$ cat src/rtl/reg_share_arbiter.sv
// Round-robin arbiter sharing one W-bit register (true/complement outputs) among NREQ requesters.
// Optional even-parity output q_par is enabled by defining REG_ARB_PARITY_EN.
module reg_share_arbiter #(
   parameter int unsigned NREQ = 4,
   parameter int unsigned W    = 8,
   parameter int unsigned CNTW = 8
) (
   input  logic                clk,
   input  logic                rst,
   input  logic [NREQ-1:0]     req,
   input  logic [NREQ*W-1:0]   wdata,
   output logic [NREQ-1:0]     grant,
   output logic [NREQ-1:0]     ack,
   output logic                busy,
   output logic [W-1:0]        q,
   output logic [W-1:0]        q_c,
   output logic [CNTW-1:0]     wr_cnt
`ifdef REG_ARB_PARITY_EN
   ,
   output logic                q_par
`endif
);

   localparam int unsigned PW = (NREQ > 1) ? $clog2(NREQ) : 1;

   typedef enum logic [1:0] {IDLE, GRANT, ACK} state_t;

   state_t          state;
   logic [PW-1:0]   ptr;
   logic [PW-1:0]   win_idx;
   logic [PW-1:0]   next_idx;
   logic            found;
   logic [W-1:0]    sel_data;

   // Scan ptr+1, ptr+2, ... (mod NREQ); the first active request wins.
   always_comb begin
      int unsigned cand;
      logic [PW-1:0] cand_idx;
      found    = 1'b0;
      next_idx = '0;
      cand     = 0;
      cand_idx = '0;
      for (int unsigned i = 1; i <= NREQ; i++) begin
         cand = 32'(ptr) + i;
         if (cand >= NREQ) cand = cand - NREQ;
         cand_idx = PW'(cand);
         if (!found && req[cand_idx]) begin
            found    = 1'b1;
            next_idx = cand_idx;
         end
      end
   end

   always_comb begin
      sel_data = '0;
      for (int unsigned i = 0; i < NREQ; i++) begin
         if (win_idx == PW'(i)) sel_data = wdata[i*W +: W];
      end
   end

   always_ff @(posedge clk or posedge rst) begin
      if (rst) begin
         state   <= IDLE;
         q       <= '0;
         grant   <= '0;
         ack     <= '0;
         wr_cnt  <= '0;
         ptr     <= PW'(NREQ - 1);
         win_idx <= '0;
`ifdef REG_ARB_PARITY_EN
         q_par   <= 1'b0;
`endif
      end else begin
         case (state)
            IDLE: begin
               ack <= '0;
               if (found) begin
                  grant           <= '0;
                  grant[next_idx] <= 1'b1;
                  win_idx         <= next_idx;
                  state           <= GRANT;
               end
            end
            GRANT: begin
               q      <= sel_data;
`ifdef REG_ARB_PARITY_EN
               q_par  <= ^sel_data;
`endif
               ack    <= grant;
               grant  <= '0;
               ptr    <= win_idx;
               wr_cnt <= wr_cnt + CNTW'(1);
               state  <= ACK;
            end
            ACK: begin
               ack   <= '0;
               state <= IDLE;
            end
            default: begin
               grant <= '0;
               ack   <= '0;
               state <= IDLE;
            end
         endcase
      end
   end

   assign busy = (state != IDLE);
   assign q_c  = ~q;

endmodule

$ cat config.mk
export PLATFORM = sky130hd
export DESIGN_NAME = reg_share_arbiter
export DESIGN_NICKNAME = d
export VERILOG_FILES = /design/src/rtl/reg_share_arbiter.sv
export SDC_FILE = /design/constraint.sdc
export NUM_CORES = 1
export LEC_CHECK = 0
export ABC_CLOCK_PERIOD_IN_PS = 1260
export BUFFER_PORTS_ARGS = -buffer_cell sky130_fd_sc_hd__buf_2
export CAP_MARGIN = 0
export CORE_AREA = 2 2 75 77
export DETAILED_ROUTE_END_ITERATION = 6
export DIE_AREA = 0 0 77 79
export MAX_ROUTING_LAYER = met4
export REMOVE_ABC_BUFFERS = 1
export SLEW_MARGIN = 40
export SYNTH_ARGS = -nofsm -noshare
export SYNTH_HDL_FRONTEND = slang
export SYNTH_SLANG_ARGS = --single-unit
$ cat constraint.sdc
create_clock -name clk -period 1.26 [get_ports clk]
set_input_delay 0.063 -clock clk [delete_from_list [all_inputs] [get_ports clk]]
set_output_delay 0.063 -clock clk [all_outputs]
set_load 0.01 [all_outputs]
==> impl_metrics.env <==
export IMPL_synthCells=122
export IMPL_worstPathCellList="or2_1 -> or2_4 -> inv_4 -> and2_1 -> a22o_1"
export IMPL_boundaryPins=71
export IMPL_r2r_slack_ns=-0.04
export IMPL_slew_headroom=0.718
export IMPL_syn2layout_area_growth_pct=48.0
export IMPL_async_reset_ff_frac=1.00
export IMPL_dr_pass1_iters=4
export IMPL_core_rowCount=27
export IMPL_tightest_slew_ns=0.424
export IMPL_critPathBufInv=1
export IMPL_clock_sinks=30
export IMPL_instances_no_fill=280
export IMPL_clkTransAtPathRegs_ns=0.06
export IMPL_portBuffers=70
export IMPL_synthesis_area_mm2=0.00145
export IMPL_grt_pass1_vias=1274
export IMPL_avgSynthCellArea_um2=11.9
export IMPL_drive_gt1_frac=0.567
export IMPL_die_h_um=79
export IMPL_antenna_left=0
export IMPL_skew_ns=0.00370
export IMPL_hold_depth=4
export IMPL_worstSetupEndpointType="flop"
export IMPL_final_setup_viol_count=11
export IMPL_drt_iter0_drc=65
export IMPL_maxCapViolCount=0
export IMPL_yosysWarnings=0
export IMPL_rsz0062_at_grt="yes"
export IMPL_worst_r2r_path_depth=5
export IMPL_critPathKind="flop to flop"
export IMPL_power_frac_seq=0.333
export IMPL_r2r_end="grant[2]$_DFFE_PP0P_"
export IMPL_multi_input_area_um2=682
export IMPL_final_nets=246
export IMPL_required_ns=1.48
export IMPL_hpwl_mm=2.74
export IMPL_ir_drop_mv=1.12
export IMPL_place_inst=269
export IMPL_ys_seq_area_frac=0.519
export IMPL_holdCritStartpoint="wdata[17]"
export IMPL_switchingPower_w=0.00190
export IMPL_outcome="complete, but fails checks"
export IMPL_synth_edf_count=0
export IMPL_cp_start_kind="flop"
export IMPL_hp_class="input port to flop"
export IMPL_grt_max_degree=31
export IMPL_holdWs_ns=0.214
export IMPL_synth_top_flop_cell="dfrtp_1"
export IMPL_ys_seq_elements=30
export IMPL_hold_path_end="q[1]$_DFFE_PP0N_"
export IMPL_fillCellCount=557
export IMPL_switching_share=0.369
export IMPL_clk_path_buf_depth=2
export IMPL_crit_family="simple AND/OR/NAND/NOR gates"
export IMPL_cts_tree="built"
export IMPL_seqCellArea_um2=753
export IMPL_initial_core_util=0.272
export IMPL_max_freq_mhz=767
export IMPL_crit_fanout=5
export IMPL_critPathSlowestCell="dfrtp_1"
export IMPL_grt_pass1_wl_mm=6.00
export IMPL_final_util=0.402
export IMPL_vias_per_cell=4.39
export IMPL_core_mm2=0.00534
export IMPL_dp_slack_ns=-0.100
export IMPL_intPower_w=0.00326
export IMPL_powerDensity_mw_per_mm2=2400
export IMPL_p_leak_nw=1.07
export IMPL_dieArea_mm2=0.00608
export IMPL_die_w_um=77
export IMPL_violations="negative setup slack"
export IMPL_cts_root_buf="clkbuf_8"
export IMPL_cts_made_buffers=5
export IMPL_antenna_found_initial=0
export IMPL_routed_wl_mm=3.57
export IMPL_worstPathArrival_ns=1.52
export IMPL_regToRegStartpoint="state[0]$_DFFE_PP0P_"
export IMPL_worst_path_stages=5
export IMPL_vias=1228
export IMPL_fin_crit_sh=1.03
export IMPL_drc_errors=0
export IMPL_grt_use_total=0.129
export IMPL_fin_crit_ns=1.30
export IMPL_worst_slack_ns=-0.0436
export IMPL_clockPowerShare=0.176
export IMPL_diodes=0
export IMPL_synthDistinctLibCells=33
export IMPL_finalHoldViolations=0
export IMPL_slew_violations=0
export IMPL_htreeDepth=2
export IMPL_max_stage_delay_ns=0.39
export IMPL_pwr_share_comb=0.491
export IMPL_grt_overflow_total=0
export IMPL_gp_congestion=0.780
export IMPL_routedWlPerCell_um=12.8
export IMPL_clock_latency_ns=0.28
-- cells in the mapped netlist, types with 2 or more instances --
cell       number  area (um2)
dfrtp_1        28         701
nand2_1        13        48.8
inv_1          10        37.5
o21ai_1         9        45.0
mux4_2          8         180
and2_1          5        31.3
nor2_1          5        18.8
xnor2_1         5        43.8
buf_2           4        20.0
mux2_2          3        33.8
nand2b_1        3        18.8
a22o_1          2        17.5
dfstp_2         2        52.6
nand3_1         2        10.0
nand4_1         2        12.5
o2bb2ai_1       2        17.5
or2_1           2        12.5
xor2_1          2        17.5
-- worst min-delay path: stages --
cell	delay [ns]
buf_2	0.07
mux4_2	0.21
nand2_1	0.04
o21ai_1	0.06
-- kinds of logic after synthesis --
logic type | count (synthesis) | synth area share
AOI/OAI and AO/OA | 17 | 0.0811
and+or+nand+nor | 40 | 0.154
adders and majority gates | 1 | 0.00863
DFF | 30 | 0.519
muxes | 11 | 0.148
buffers and inverters | 16 | 0.0466
xor gates and xnor gates | 7 | 0.0423
-- power groups by stage --
stage          clock network [W]  logic [W]  registers, W
6_report                0.000911    0.00253       0.00172
5_1_grt                 0.000993    0.00281       0.00179
4_1_cts                 0.000956    0.00243       0.00172
3_5_place_dp                   0    0.00236       0.00173
3_3_place_gp                   0    0.00234       0.00173
2_1_floorplan                  0    0.00116       0.00188
-- worst max-delay path by stage --
stage                                start               endpoint  slack [ns]
floorplan             state[1]$_DFFE_PP0P_  wr_cnt[5]$_DFFE_PP0N_       -0.81
global placement        ptr[0]$_DFFE_PP1N_   grant[2]$_DFFE_PP0P_       -0.07
detailed placement      ptr[0]$_DFFE_PP1N_   grant[2]$_DFFE_PP0P_       -0.10
CTS                 win_idx[0]$_DFFE_PP0P_       q[3]$_DFFE_PP0N_       -0.03
global route          state[0]$_DFFE_PP0P_   grant[2]$_DFFE_PP0P_       -0.12
finish                state[0]$_DFFE_PP0P_   grant[2]$_DFFE_PP0P_       -0.04
-- layer usage --
metal / vias to the layer above / global-route usage / wire, um
met5: - / - / 0
met4: 0 / 0.0482 / 63
met3: 8 / 0.0466 / 226
met2: 36 / 0.201 / 1710
met1: 595 / 0.156 / 1580
li1: 589 / - / -
-- state kept, by name, summed over array words and instances, names as in the netlist --
| name | flops |
|---|---|
| q | 8 |
| wr_cnt | 8 |
| ack | 4 |
| grant | 4 |
| ptr | 2 |
| state | 2 |
| win_idx | 2 |
-- through the flow --
stage | total power, W | instance area (um2) | TNS, ns
floorplan | 0.00304 | 1430 | -11.16
global placement | 0.00407 | 1960 | -0.293
detailed placement | 0.00408 | 1960 | -0.477
CTS | 0.00510 | 2110 | -0.200
global route | 0.00559 | 2150 | -1.26
finish | 0.00516 | 2150 | -0.160
-- cell type report --
class / count / share of cell area
timing repair buffer: 83 / 0.217
inverter: 11 / 0.0204
tap: 72 / 0.0420
clock buffer: 8 / 0.0513
multi-input combinational: 76 / 0.318
sequential: 30 / 0.351
-- layout by cell type (no fill, tap or decap), drive strengths merged, types with 5 or more instances in the layout --
master / count
nor2: 5
buf: 82
dfrtp: 28
o21ai: 10
mux4: 8
clkbuf: 8
and2: 5
xnor2: 5
nand2: 13
inv: 11
-- what timing repair did --
item                                   CTS  global route
hold buffers                             1             0
gates cloned                             0             0
pin swaps                                8             6
setup buffers                            0             2
setup endpoints to repair               13            19
resized for setup                        6             6
endpoints found under the hold margin   28             0
(Power assumes the default switching activity.)
